`src/rtl/skylark_pkg.sv`:
```
// Shared Skylark-V definitions: word width, NOP encoding, the opcodes the
// control unit decodes, and the fetch FSM state type.
package skylark_pkg;

  localparam int XLEN = 32;

  // ADDI x0,x0,0 -- the canonical bubble
  localparam logic [31:0] NOP_INSTR = 32'h0000_0013;

  localparam logic [6:0] OP_LOAD   = 7'b0000011;
  localparam logic [6:0] OP_STORE  = 7'b0100011;
  localparam logic [6:0] OP_RTYPE  = 7'b0110011;
  localparam logic [6:0] OP_ITYPE  = 7'b0010011;
  localparam logic [6:0] OP_BRANCH = 7'b1100011;
  localparam logic [6:0] OP_JAL    = 7'b1101111;
  localparam logic [6:0] OP_JALR   = 7'b1100111;
  localparam logic [6:0] OP_LUI    = 7'b0110111;
  localparam logic [6:0] OP_AUIPC  = 7'b0010111;

  typedef enum logic [1:0] {BOOT, FETCH, WAIT} fetch_state_t;

endpackage

```
`src/rtl/if_id_reg.sv`:
```
// IF/ID pipeline register. Priority: flush/redirect bubble, then stall hold,
// then load of a completed fetch, otherwise bubble.
// Optional macro FETCH_MISALIGN_TRAP_EN adds the misalign tag path.
module if_id_reg
  import skylark_pkg::*;
(
  input  logic            clk,
  input  logic            rst_n,
  input  logic            StallD,
  input  logic            FlushD,
  input  logic            PCSrcE,
  input  logic            loadEn,
  input  logic [XLEN-1:0] instrF,
  input  logic [XLEN-1:0] pcF,
  input  logic [XLEN-1:0] pcPlus4F,
`ifdef FETCH_MISALIGN_TRAP_EN
  input  logic            misF,
  output logic            MisalignD,
`endif
  output logic [XLEN-1:0] InstrD,
  output logic [XLEN-1:0] PCD,
  output logic [XLEN-1:0] PCPlus4D,
  output logic            ValidD
);

  // Register update: bubble on flush/redirect or when nothing valid arrives
  always_ff @(posedge clk or negedge rst_n) begin
    if (!rst_n) begin
      InstrD    <= NOP_INSTR;
      PCD       <= '0;
      PCPlus4D  <= '0;
      ValidD    <= 1'b0;
`ifdef FETCH_MISALIGN_TRAP_EN
      MisalignD <= 1'b0;
`endif
    end else if (!StallD || FlushD || PCSrcE) begin
      if (loadEn && !FlushD && !PCSrcE) begin
`ifdef FETCH_MISALIGN_TRAP_EN
        // a misaligned-redirect landing is tagged and its word suppressed
        InstrD    <= misF ? NOP_INSTR : instrF;
        MisalignD <= misF;
`else
        InstrD    <= instrF;
`endif
        PCD       <= pcF;
        PCPlus4D  <= pcPlus4F;
        ValidD    <= 1'b1;
      end else begin
        InstrD    <= NOP_INSTR;
        PCD       <= '0;
        PCPlus4D  <= '0;
        ValidD    <= 1'b0;
`ifdef FETCH_MISALIGN_TRAP_EN
        MisalignD <= 1'b0;
`endif
      end
    end
  end

endmodule

```
`src/rtl/fetch_stage.sv`:
```
// Skylark-V instruction fetch: PCF, imem req/ready FSM, redirect handling
// (immediate or deferred while a fetch is outstanding), plus the IF/ID register.
// Optional macro FETCH_MISALIGN_TRAP_EN: adds MisalignD and traps misaligned
// redirect targets.
module fetch_stage #(
  parameter logic [31:0] RESET_PC = 32'h0000_0000,
  parameter int          XLEN     = 32
) (
  input  logic            clk,
  input  logic            rst_n,
  input  logic            StallF,
  input  logic            StallD,
  input  logic            FlushD,
  input  logic            PCSrcE,
  input  logic [XLEN-1:0] PCTargetE,
  output logic            imem_req,
  output logic [XLEN-1:0] imem_addr,
  input  logic            imem_ready,
  input  logic [XLEN-1:0] imem_rdata,
  output logic [XLEN-1:0] InstrD,
  output logic [XLEN-1:0] PCD,
  output logic [XLEN-1:0] PCPlus4D,
  output logic            ValidD,
  output logic [6:0]      OpD,
  output logic [2:0]      Funct3D,
  output logic            Funct7b5D,
`ifdef FETCH_MISALIGN_TRAP_EN
  output logic            MisalignD,
`endif
  output logic            FetchBusyF
);
  import skylark_pkg::*;

  fetch_state_t    state;
  logic [XLEN-1:0] PCF, pcPlus4F, pendTarget, tgtAligned;
  logic            pendValid, complete, discard, loadEn;

  // the low two target bits never reach PCF; word fetches only
  assign tgtAligned = PCTargetE & ~XLEN'(3);
  assign pcPlus4F   = PCF + XLEN'(4);
  assign imem_req   = (state != BOOT);
  assign imem_addr  = PCF;
  assign FetchBusyF = (state == WAIT) || ((state == FETCH) && !imem_ready);
  assign complete   = imem_req && imem_ready;
  // a word returning under a live or deferred redirect is from the wrong path
  assign discard    = PCSrcE || pendValid;
  assign loadEn     = complete && !discard;

  // PC and fetch FSM; addr is frozen while a request is unanswered
  always_ff @(posedge clk or negedge rst_n) begin
    if (!rst_n) begin
      state      <= BOOT;
      PCF        <= RESET_PC;
      pendValid  <= 1'b0;
      pendTarget <= '0;
    end else begin
      case (state)
        BOOT: begin
          state <= FETCH;
          if (PCSrcE) PCF <= tgtAligned;
        end
        FETCH: begin
          if (imem_ready) begin
            if (PCSrcE)       PCF <= tgtAligned;
            else if (!StallF) PCF <= pcPlus4F;
          end else begin
            state <= WAIT;
            if (PCSrcE) begin
              pendValid  <= 1'b1;
              pendTarget <= tgtAligned;
            end
          end
        end
        WAIT: begin
          if (imem_ready) begin
            state     <= FETCH;
            pendValid <= 1'b0;
            if (PCSrcE)         PCF <= tgtAligned;
            else if (pendValid) PCF <= pendTarget;
            else if (!StallF)   PCF <= pcPlus4F;
          end else if (PCSrcE) begin
            pendValid  <= 1'b1;
            pendTarget <= tgtAligned;
          end
        end
        default: state <= BOOT;
      endcase
    end
  end

`ifdef FETCH_MISALIGN_TRAP_EN
  logic misArm;

  // arm the trap on a misaligned redirect; disarm once the landing word enters Decode
  always_ff @(posedge clk or negedge rst_n) begin
    if (!rst_n)                                misArm <= 1'b0;
    else if (PCSrcE)                           misArm <= (PCTargetE[1:0] != 2'b00);
    else if (loadEn && !StallD && !FlushD)     misArm <= 1'b0;
  end
`endif

  if_id_reg uIfId (
    .clk      (clk),
    .rst_n    (rst_n),
    .StallD   (StallD),
    .FlushD   (FlushD),
    .PCSrcE   (PCSrcE),
    .loadEn   (loadEn),
    .instrF   (imem_rdata),
    .pcF      (PCF),
    .pcPlus4F (pcPlus4F),
`ifdef FETCH_MISALIGN_TRAP_EN
    .misF     (misArm),
    .MisalignD(MisalignD),
`endif
    .InstrD   (InstrD),
    .PCD      (PCD),
    .PCPlus4D (PCPlus4D),
    .ValidD   (ValidD)
  );

  assign OpD       = InstrD[6:0];
  assign Funct3D   = InstrD[14:12];
  assign Funct7b5D = InstrD[30];

endmodule

```
`config.mk`:
```
export PLATFORM = sky130hd
export DESIGN_NAME = fetch_stage
export DESIGN_NICKNAME = d
export VERILOG_FILES = /design/src/rtl/skylark_pkg.sv /design/src/rtl/if_id_reg.sv /design/src/rtl/fetch_stage.sv
export SDC_FILE = /design/constraint.sdc
export NUM_CORES = 1
export LEC_CHECK = 0
export BUFFER_PORTS_ARGS = -buffer_cell sky130_fd_sc_hd__buf_2
export CAP_MARGIN = 20
export CORE_MARGIN = 2
export CORE_UTILIZATION = 40
export CTS_BUF_LIST = sky130_fd_sc_hd__clkbuf_8 sky130_fd_sc_hd__clkbuf_16
export DETAILED_ROUTE_END_ITERATION = 8
export MAX_ROUTING_LAYER = met4
export PLACE_DENSITY = 0.64
export SYNTH_ARGS = -nofsm -noshare
export SYNTH_HDL_FRONTEND = slang
export SYNTH_SLANG_ARGS = --single-unit
export TNS_END_PERCENT = 50
```
`constraint.sdc`:
```
create_clock -name clk -period 2.13 [get_ports clk]
set_input_delay 0.1065 -clock clk [delete_from_list [all_inputs] [get_ports clk]]
set_output_delay 0.1065 -clock clk [all_outputs]
set_load 0.1 [all_outputs]
```
==> results.md, run 1 <==
* Run status: finished, violations left
* Violated checks: setup timing
* # placed instances at 1350
* Count of flip-flops with a built-in enable after synthesis at 0
* Overall die height at 147 um
* IO Pins at 213
* CP Cell Sequence: buf_4 -> ha_2 -> buf_6 -> nor2b_1 -> buf_4 -> nor4_2 -> buf_4 -> nand3_1 -> nand3_2 -> a221o_1
* Final TNS setup at -29.6 ps
* Area Overhead vs Synth at 42.7%
* CP Class: flip-flop to flip-flop
* Row count at 52
* Wire length on met3 at 2070 um
* WL per Instance at 19.4 um
* Mapped Area at 8170 um^2
* TritonCTS Sinks at 156
* Metal2 WL at 12700 um
* Critical path arrival at 2450 ps
* Input/output buffers at 204
* Worst-path fanout max at 7
* Post-Synthesis Cells at 854
* Clk_skew at 7.27 ps
* Leakage power at 0.00537 uW
* # fillers at 1782
* Via count at 8121
* Max Cap Viol at 0
* Worst hold start: StallD
* Remaining DRCs at 0
* H-tree levels at 4
* Post-synthesis sequential area ratio at 47.8%
* Register Area at 3990 um^2
* CP peak stage delay at 410 ps
* CTS tree: built
* Sw frac at 50.1%
* Cell variety after synth at 62
* Maximum vdd ir drop at 0.00134 V
* Routability cong. at 0.956
* Highest Clock Rate at 465 MHz
* Final wirelength at 28200 um
* Hold Slack at 57.6 ps
* Fin. Hold Viols at 0
* Pin count of the biggest net entering global routing at 91
* Clock Path Buffers at 2
* Combinational share of power at 57.9%
* Fin area at 11700 um^2
* Final Max Slew Viols at 0
* Origin of the worst setup path: state[0]$_DFFE_PN0P_
* Overflow after GRT at 0
* Yosys warning total at 0
* DR pass1 iterations at 5
* Fin worst setup slack at -21.8 ps
* CORE AREA at 20200 um^2
* Max layer used: met4
* Final std cells w/o fill at 1456
* Worst min path class: primary input to flip-flop
* Worst EP required at 2430 ps
* Layout cells sized above 1 at 39.1%
* Worst R2R Start: state[0]$_DFFE_PN0P_
* Max_slew headroom at 62.5%
* Placement Cell Area at 10300 um^2
* Vias per cell at 5.58
* Dpl hpwl at 20300 um
* ANT cells at 0
* Die width at 147 um
* Reg power frac at 25.3%
* RSZ-0062 raised after global routing: yes
* Flops & latches, synth at 156
* Slowest library cell on the worst path: dfrtp_1
* Initial core utilization at 40.5%
* Area of the multi-input gates at 4010 um^2
* Nets at 1249
* Num CTS Buffers at 17
* First-pass GRT wire length at 44300 um
* Clock Power Share at 16.8%
* Detail Route Antenna Nets at 0
* Final setup fails at 2
* Die area at 21600 um^2
* Clk slew on worst S/H paths at 60 ps
* Iteration-0 DRC Markers at 751
* WL met1 at 12900 um
* Most frequent CP cell: buf_4
* Sw power at 8770 uW
* Clock latency on the worst-skew pair at 430 ps
* Worst setup EP type: flip-flop
* Type of origin of the critical path: flip-flop
* Int Pwr at 8720 uW
* Clk root buf: clkbuf_16
* Worst-margin pin slew at 557 ps
* Vias in the first global route at 7809
* Final worst path period need at 2150 ps
* Initial antenna violation count at 0
* Synth Flop Type: dfrtp_1
* Syn_area_per_cell at 9.57 um^2
* Total track usage at 26.9%
* Power Total at 17500 uW
* Final period util at 101%
* Power Density at 1500 nW/um^2
* Asr flop ratio synth at 100%
==> routing by layer <==
| layer | vias to the layer above | GRT usage [%] |
|---|---|---|
| li1 | 3750 | - |
| met1 | 3929 | 37.6 |
| met2 | 396 | 40.1 |
| met4 | 0 | 7.36 |
| met3 | 46 | 5.22 |
| met5 | - | - |
==> metrics by stage <==
stage | setup WS [ps] | util, %
floorplan | -305 | -
CTS | -41.5 | 57.0
finish | -21.8 | 57.8
global route | -60.8 | 57.8
detailed placement | -130 | 50.8
global placement | -63.7 | 50.8
==> registers in the layout, summed over array words and instances (netlist names) <==
signal / flops
uIfId.InstrD: 32
imem_addr: 30
pendTarget: 30
uIfId.PCD: 30
uIfId.PCPlus4D: 30
state: 2
pendValid: 1
uIfId.ValidD: 1
==> logic make-up after synthesis <==
logic type,after synthesis,synth area share [%]
AOI/OAI and AO/OA,273,22.2
and+or+nand+nor,245,15.0
DFF,156,47.8
buffers and inverters,106,5.93
xor gates and xnor gates,36,3.86
muxes,32,4.38
adders and majority gates,5,0.766
other,1,0.0459
==> power groups by stage <==
stage / combinational, uW / clock [uW] / sequential (uW)
final: 10100 / 2930 / 4420
after global routing: 10700 / 3130 / 4510
after CTS: 9670 / 2990 / 4400
after detailed placement: 9490 / 0 / 4460
after global placement: 9400 / 0 / 4430
after floorplan: 4210 / 0 / 7010
==> worst paths after layout <==
path	depth (start not counted)	slack, ps	end
setup / recovery	10	-20	imem_addr[21]$_DFFE_PN0P_
hold / removal	3	60	uIfId.InstrD[1]$_DFFE_PN1P_
setup reg to reg	10	-20	imem_addr[21]$_DFFE_PN0P_
hold reg to reg	2	480	uIfId.PCPlus4D[6]$_DFFE_PN0P_
max in group asynchronous	3	1230	uIfId.InstrD[1]$_DFFE_PN1P_
min in group asynchronous	2	220	uIfId.PCPlus4D[18]$_DFFE_PN0P_
==> critical path: cells and delay by family (launching register included) <==
kind                       cells  cell delay, ps
buffers and inverters          4             620
AOI/OAI and AO/OA              1             350
adders and majority gates      1             180
DFF                            1             410
and+or+nand+nor                4             460
==> Yosys cell counts, types with 6 or more instances <==
cell type / number / area (um^2)
nand4_1: 14 / 87.6
o22ai_1: 14 / 87.6
buf_2: 9 / 45.0
a22o_1: 54 / 473
a31oi_1: 9 / 56.3
nand2_1: 77 / 289
o221ai_1: 6 / 52.6
a221o_1: 7 / 70.1
or2_2: 6 / 37.5
or3_1: 10 / 62.6
o21ai_0: 93 / 465
nor2_1: 49 / 184
mux2_2: 30 / 338
xor2_1: 10 / 87.6
xnor2_1: 26 / 228
o211ai_1: 9 / 67.6
nor3_1: 23 / 115
dfrtp_1: 153 / 3830
buf_4: 20 / 150
a21oi_1: 39 / 195
nand3_1: 13 / 65.1
clkbuf_1: 64 / 240
nand2b_1: 6 / 37.5
nor4_1: 16 / 100
inv_1: 12 / 45.0
a211oi_1: 6 / 45.0
==> layout by cell type (no fill, tap or decap), types with 10 or more instances in the layout <==
cell / Yosys / final
nand2_1: 77 / 74
nor3_1: 23 / 20
nor4_1: 16 / 10
mux2_2: 30 / 30
dfrtp_1: 153 / 128
nand4_1: 14 / 14
clkbuf_16: 0 / 17
inv_1: 12 / 11
nand3_1: 13 / 12
buf_2: 9 / 203
a21oi_1: 39 / 38
a22o_1: 54 / 54
nor2_1: 49 / 47
dfrtp_4: 0 / 20
xnor2_1: 26 / 26
buf_4: 20 / 106
o21ai_0: 93 / 86
dlygate4sd3_1: 0 / 63
o22ai_1: 14 / 13
xor2_1: 10 / 10
==> area by class of cell <==
cell class	count	area share [%]
multi-input combinational	597	34.4
sequential	156	34.2
timing repair buffer	389	23.3
clock buffer	17	3.65
tap	270	2.90
clock inverter	15	1.19
inverter	12	0.386
==> repair_timing <==
action,4_1_cts,5_1_grt
setup endpoints to repair,11,22
pin swaps,3,7
endpoints found under the hold margin,112,0
buffers inserted,4,7
resized for setup,7,27
hold buffers,63,0
No activity file was read; power rests on OpenSTA's default activity.
==> inputs of run 2 (changes only) <==
--- a/config.mk
+++ b/config.mk
@@ -7,12 +7,14 @@
 export LEC_CHECK = 0
 export BUFFER_PORTS_ARGS = -buffer_cell sky130_fd_sc_hd__buf_2
 export CAP_MARGIN = 20
+export CELL_PAD_IN_SITES_DETAIL_PLACEMENT = 0
+export CELL_PAD_IN_SITES_GLOBAL_PLACEMENT = 2
 export CORE_MARGIN = 2
-export CORE_UTILIZATION = 40
+export CORE_UTILIZATION = 29
 export CTS_BUF_LIST = sky130_fd_sc_hd__clkbuf_8 sky130_fd_sc_hd__clkbuf_16
 export DETAILED_ROUTE_END_ITERATION = 8
 export MAX_ROUTING_LAYER = met4
-export PLACE_DENSITY = 0.64
+export PLACE_DENSITY = 0.74
 export SYNTH_ARGS = -nofsm -noshare
 export SYNTH_HDL_FRONTEND = slang
 export SYNTH_SLANG_ARGS = --single-unit
==> results.md, run 2 (synthesis results as in run 1) <==
* Sw frac at 50.5% (+0.39 points)
* Violated checks: setup timing
* Largest register by flop count: uIfId.InstrD
* Combinational share of power at 58.6% (+0.7 points)
* Type of origin of the critical path: flip-flop
* Final setup fails at 1 (-1)
* Max_slew headroom at 65.4% (+2.8 points)
* Vias per cell at 5.03 (-9.7%)
* Clock Power Share at 16.6% (-0.2 points)
* Worst min path class: primary input to flip-flop
* Nets at 1264 (+1.2%)
* Final period util at 101% (-0.42 points)
* Initial antenna violation count at 1 (+1)
* IO Pins at 213 (unchanged)
* H-tree levels at 4 (unchanged)
* Max reg flops at 32 (unchanged)
* Leakage power at 0.00545 uW (+1.5%)
* Area Overhead vs Synth at 45.8%
* Clk root buf: clkbuf_16
* Int Pwr at 8790 uW (+0.80%)
* WL per Instance at 19.4 um (+0.40%)
* Area of the multi-input gates at 4010 um^2 (unchanged)
* Worst-path fanout max at 3 (-4)
* Num CTS Buffers at 17 (unchanged)
* Final wirelength at 30700 um (+8.9%)
* Worst setup EP type: flip-flop
* Clk slew on worst S/H paths at 70 ps (about the same)
* Hold path depth at 3 (unchanged)
* Max layer used: met4
* Register Area at 3990 um^2 (unchanged)
* Worst-margin pin slew at 523 ps (-33.6 ps)
* CP peak stage delay at 580 ps (+170 ps)
* CP Cell Sequence: nand4_4 -> or4_4 -> or4_4 -> or4_1 -> nand4_1
* Dpl hpwl at 22300 um (+9.6%)
* Row count at 61 (+17%)
* Commonest cells after routing, fill and taps aside: buf_2 (202), dfrtp_1 (128), buf_4 (122)
* Routability cong. at 0.866 (-9.4%)
* Post-place setup slack at -63.4 ps (+66.4 ps)
* Die width at 172 um (+17%)
* Worst EP required at 2500 ps (+70 ps)
* Overflow after GRT at 0 (unchanged)
* Sw power at 8970 uW (+2.4%)
* Reg power frac at 24.9% (-0.4 points)
* Most frequent CP cell: or4_4
* Input/output buffers at 204 (unchanged)
* Hold Slack at 54.4 ps (-3.13 ps)
* R2R cell count at 5 (-5)
* Detail Route Antenna Nets at 0 (unchanged)
* Slowest library cell on the worst path: or4_4
* # fillers at 2818 (+58%)
* Fin. Hold Viols at 0 (unchanged)
* CORE AREA at 27800 um^2 (+38%)
* Wire length on met3 at 1640 um (-21%)
* First-pass GRT wire length at 46300 um (+4.4%)
* Fin worst setup slack at -12.9 ps (+8.86 ps)
* Overall die height at 172 um (+17%)
* Clk_skew at 12.4 ps (+5.14 ps)
* Via count at 7954 (-2.1%)
* RSZ-0062 raised after global routing: yes
* Highest Clock Rate at 467 MHz (+0.41%)
* Vias in the first global route at 7639 (-2.2%)
* TritonCTS Sinks at 156 (unchanged)
* Metal2 WL at 13800 um (+8.6%)
* Die area at 29500 um^2 (+37%)
* Final Max Slew Viols at 0 (unchanged)
* Max Cap Viol at 0 (unchanged)
* Finished Core Util at 42.9% (-15 points)
* Final worst path period need at 2140 ps (-8.86 ps)
* Layout cells sized above 1 at 39.6% (+0.51 points)
* DR pass1 iterations at 5 (unchanged)
* Maximum vdd ir drop at 0.000985 V (-26%)
* WL met1 at 14800 um (+15%)
* Most common cell after layout, fill and taps aside: buf_2
* Pin count of the biggest net entering global routing at 91 (unchanged)
* CP Class: flip-flop to flip-flop
* CTS tree: built
* Initial core utilization at 29.4% (-11 points)
* Final TNS setup at -12.9 ps (+16.7 ps)
* Clock Path Buffers at 2 (unchanged)
* Iteration-0 DRC Markers at 480 (-36%)
* Power Density at 1490 nW/um^2 (-0.56%)
* Critical path arrival at 2520 ps (+70 ps)
* Clock latency on the worst-skew pair at 430 ps (about the same)
* Run status: finished, violations left
* Remaining DRCs at 0 (unchanged)
* Total track usage at 21.2% (-5.6 points)
## run 2: cell count changes in the layout (fill, tap and decap cells not counted), sizes merged
cell / delta
buf: +15
bufinv: -1
clkinv: +5
clkinvlp: -3
diode: +1
inv: -1
## run 2: area by class of cell
cell class / instances / area share (%)
clock inverters: 15 / 1.13
multi-input cells: 597 / 33.7
inverters: 12 / 0.378
clock buffers: 17 / 3.57
well taps: 378 / 3.97
diodes: 1 / 0.0210
repair buffers: 404 / 23.8
flip-flops and latches: 156 / 33.5
## run 2: power by group through the flow
stage / Sequential, uW / Combinational (uW) / Clock [uW]
after global routing: 4500 / 11000 / 3130
after global placement: 4430 / 9760 / 0
after floorplan: 7010 / 4210 / 0
after CTS: 4390 / 9960 / 3010
after detailed placement: 4440 / 9780 / 0
final: 4410 / 10400 / 2940
## run 2: worst max-delay path: cells and delay by family, from the launching register on
kind | cells | cell delay, ps
AND/OR/NAND/NOR | 5 | 1640
flip-flops | 1 | 440
## run 2: timing repair
item / in CTS / in global routing
buffers inserted: 0 / 15
hold endpoints to repair: 101 / 0
hold buffers: 63 / 0
setup endpoints to repair: 14 / 23
cloned: 0 / 0
pin swaps: 0 / 10
resized for setup: 7 / 31
## run 2: stage by stage
stage	power (uW)	cells	area, um^2
final	17800	1580	11900
after global routing	18700	1580	11900
after CTS	17400	1564	11700
after detailed placement	14200	1469	10500
after global placement	14200	1469	10500
after floorplan	11200	859	8520
## run 2: per-layer routing
metal  vias to the layer above  track usage [%]
li1                       3782                -
met1                      3891             29.7
met2                       254             32.3
met3                        27             3.18
met4                         0             5.55
met5                         -                -
## run 2: worst paths after layout
path                                           start                        endpoint  slack (ps)
max                         imem_addr[2]$_DFFE_PN0P_       imem_addr[31]$_DFFE_PN0P_         -10
min                                           StallD     uIfId.InstrD[0]$_DFFE_PN1P_          50
max reg2reg                 imem_addr[2]$_DFFE_PN0P_       imem_addr[31]$_DFFE_PN0P_         -10
min reg2reg                uIfId.PCD[12]$_DFFE_PN0P_       uIfId.PCD[12]$_DFFE_PN0P_         470
max in group asynchronous                      rst_n  uIfId.PCPlus4D[12]$_DFFE_PN0P_        1170
min in group asynchronous                      rst_n       uIfId.PCD[18]$_DFFE_PN0P_         170
==> inputs of run 3 (changes only) <==
--- a/config.mk
+++ b/config.mk
@@ -10,12 +10,14 @@
 export CELL_PAD_IN_SITES_DETAIL_PLACEMENT = 0
 export CELL_PAD_IN_SITES_GLOBAL_PLACEMENT = 2
 export CORE_MARGIN = 2
-export CORE_UTILIZATION = 29
+export CORE_UTILIZATION = 30
 export CTS_BUF_LIST = sky130_fd_sc_hd__clkbuf_8 sky130_fd_sc_hd__clkbuf_16
+export CTS_CLUSTER_DIAMETER = 30
 export DETAILED_ROUTE_END_ITERATION = 8
 export MAX_ROUTING_LAYER = met4
-export PLACE_DENSITY = 0.74
+export PLACE_DENSITY = 0.75
 export SYNTH_ARGS = -nofsm -noshare
 export SYNTH_HDL_FRONTEND = slang
+export SYNTH_HIERARCHICAL = 1
 export SYNTH_SLANG_ARGS = --single-unit
 export TNS_END_PERCENT = 50
==> results.md, run 3 <==
* Run status: completed
* # fillers at 3117 (+11%)
* Biggest regs: uIfId/InstrD x32, uIfId/PCD x32, uIfId/PCPlus4D x32
* Initial core utilization at 30.3% (+0.88 points)
* Remaining DRCs at 0 (unchanged)
* Cell variety after synth at 68 (+9.7%)
* Max_slew headroom at 65.3% (-0.097 points)
* Dpl hpwl at 22800 um (+2.6%)
* Mapped Area at 9480 um^2 (+16%)
* Detail Route Antenna Nets at 0 (unchanged)
* Yosys warning total at 6 (+6)
* IO Pins at 213 (unchanged)
* Final Max Slew Viols at 0 (unchanged)
* Worst min path class: primary input to flip-flop
* Total track usage at 19.8% (-1.4 points)
* H-tree levels at 4 (unchanged)
* Asr flop ratio synth at 100% (unchanged)
* Type of origin of the critical path: flip-flop
* Worst-path fanout max at 6 (+3)
* Area Overhead vs Synth at 36.2%
* Power Total at 17100 uW (-3.5%)
* # placed instances at 1632 (+11%)
* Post-synthesis sequential area ratio at 42.3% (-5.6 points)
* TritonCTS Sinks at 160 (+2.6%)
* Clock Path Buffers at 2 (unchanged)
* Synth Flop Type: dfrtp_1
* Pin count of the biggest net entering global routing at 60 (-34%)
* Leakage power at 0.00544 uW (-0.13%)
* Fin. Hold Viols at 0 (unchanged)
* Top cell type's share of synthesized area at 41.4% (-5.4 points)
* Initial antenna violation count at 0 (-1)
* RSZ-0062 raised after global routing: yes
* Flops & latches, synth at 160 (+2.6%)
* Power Density at 1330 nW/um^2 (-11%)
* Vias in the first global route at 8351 (+9.3%)
* Final worst path period need at 2050 ps (-88.8 ps)
* Overall die height at 182 um (+5.8%)
* Nets at 1394 (+10%)
* Clk_skew at 13.7 ps (+1.31 ps)
* Highest Clock Rate at 487 MHz (+4.3%)
* First-pass GRT wire length at 49900 um (+7.7%)
* Worst setup EP type: flip-flop
* Final wirelength at 31800 um (+3.4%)
* DR pass1 iterations at 5 (unchanged)
* Most common cell after layout, fill and taps aside: buf_2
* CTS tree: built
* Post-Synthesis Cells at 1034 (+21%)
* Syn_area_per_cell at 9.17 um^2 (-4.1%)
* CP Class: flip-flop to flip-flop
* Max Cap Viol at 0 (unchanged)
* Final setup fails at 0 (-1)
* Worst-margin pin slew at 517 ps (-6.45 ps)
* Row count at 65 (+6.6%)
* CORE AREA at 31300 um^2 (+13%)
* Most numerous cell in the Yosys netlist: dfrtp_1
* ANT cells at 0 (-1)
* Final std cells w/o fill at 1733 (+9.7%)
* Die width at 182 um (+5.8%)
* WL per Instance at 18.3 um (-5.7%)
* Num CTS Buffers at 17 (unchanged)
* Routability cong. at 0.838 (-3.2%)
* Post-synth top cells: dfrtp_1 (157), nand2_1 (129), nand3b_1 (95)
* Synth area leader: dfrtp_1
* Commonest cells after routing, fill and taps aside: buf_2 (205), nand2_1 (129), dfrtp_1 (129)
* Die area at 33000 um^2 (+12%)
* Clk slew on worst S/H paths at 70 ps (about the same)
* Clock latency on the worst-skew pair at 440 ps (about the same)
* Input/output buffers at 208 (+2.0%)
* Layout cells sized above 1 at 37.3% (-2.4 points)
* Final period util at 96.4% (-4.2 points)
* Overflow after GRT at 0 (unchanged)
* Iteration-0 DRC Markers at 630 (+31%)
* Maximum vdd ir drop at 0.00109 V (+11%)
* Synth area leaders: dfrtp_1 (41%), nand3b_1 (7.5%), a21oi_2 (5.5%)
* Hold Slack at 145 ps (+90.4 ps)
* Vias per cell at 5.01 (-0.51%)
* Count of flip-flops with a built-in enable after synthesis at 0 (unchanged)
* Critical path arrival at 2390 ps (-130 ps)
* Worst EP required at 2470 ps (-30 ps)
* Clk root buf: clkbuf_16
* Via count at 8680 (+9.1%)
run 3: cell count changes in the layout (fill, tap and decap cells not counted), sizes merged, moves of 6 or more:
cell    before  now
a22o        54    0
xor2        10   18
nor3        23   29
o21ai       93   47
xnor2       26   16
buf        341  308
a21oi       39  129
a221oi       1   12
nand3b       3   95
nand2       77  129
nor2        49   60
nor2b        5   13
nor4b        0    7
run 3: critical path, cell delays in order (launching register included):
cell and delay [ps]:
dfrtp_1 400, buf_4 140, ha_1 250, and3b_1 260, nand2_1 150, a2111oi_0 430
a211oi_1 100, o31ai_1 230
run 3: path summary, 6_finish.rpt:
| check | to | cells past startpoint | slack [ps] | start |
|---|---|---|---|---|
| max | imem_addr[21]$_DFFE_PN0P_ | 7 | 80 | state[0]$_DFFE_PN0P_ |
| min | uIfId/PCD[31]$_DFFE_PN0P_ | 3 | 140 | StallD |
| max reg2reg | imem_addr[21]$_DFFE_PN0P_ | 7 | 80 | state[0]$_DFFE_PN0P_ |
| min reg2reg | pendTarget[10]$_DFFE_PN0P_ | 1 | 510 | pendTarget[10]$_DFFE_PN0P_ |
| max in group asynchronous | uIfId/PCD[15]$_DFFE_PN0P_ | 3 | 1260 | rst_n |
| min in group asynchronous | uIfId/PCD[0]$_DFFE_PN0P_ | 2 | 170 | rst_n |
run 3: repair_timing:
action	4_1_cts	5_1_grt
hold buffers	65	0
endpoints found under the setup margin	3	30
hold endpoints to repair	114	0
pin swaps	0	2
resized for setup	1	13
buffers inserted	0	4
run 3: where the power goes:
| part | leakage [uW] | total, uW | switching (uW) | internal, uW |
|---|---|---|---|---|
| clock network | 0.000278 | 3110 | 1430 | 1680 |
| registers | 0.00207 | 4700 | 863 | 3840 |
| logic | 0.00309 | 9310 | 6170 | 3140 |
run 3: logic make-up (layout without fill, tap and decap cells):
family                   count (synthesis)  in the layout  share of synthesized area [%]
buffers and inverters                  126            418                           6.54
AND/OR/NAND/NOR                        409            409                           24.4
XOR/XNOR                                34             34                           3.14
AO/OA/AOI/OAI                          265            265                           19.0
adder cells (fa/ha/maj)                  5              5                          0.660
other                                    1              6                         0.0395
flip-flops                             160            160                           42.3
multiplexers                            34             34                           3.97
run 3: layer usage:
metal	up-vias	global-route usage, %	routed length [um]
li1	4256	-	-
met1	4151	29.6	16600
met2	252	28.0	13500
met3	21	2.81	1310
met4	0	4.75	350
met5	-	-	0
run 3: layout make-up:
type / instances / area, um^2 / share of cell area (%)
repair buffers: 373 / 2670 / 20.7
multi-input cells: 753 / 5010 / 38.8
flip-flops and latches: 160 / 4100 / 31.7
inverters: 13 / 48.8 / 0.378
clock inverters: 14 / 143 / 1.10
well taps: 402 / 503 / 3.90
clock buffers: 18 / 439 / 3.40
run 3: through the flow:
stage	setup TNS [ps]	instance area [um^2]	utilization, %	setup slack (ps)
2_1_floorplan	-34.1	9750	-	-25.2
3_5_place_dp	-18.0	11600	37.0	-18.0
5_1_grt	-269	12900	41.2	-90.8
6_report	0	12900	41.2	75.8
4_1_cts	0	12800	41.0	26.3
3_3_place_gp	0	11600	37.0	9.91
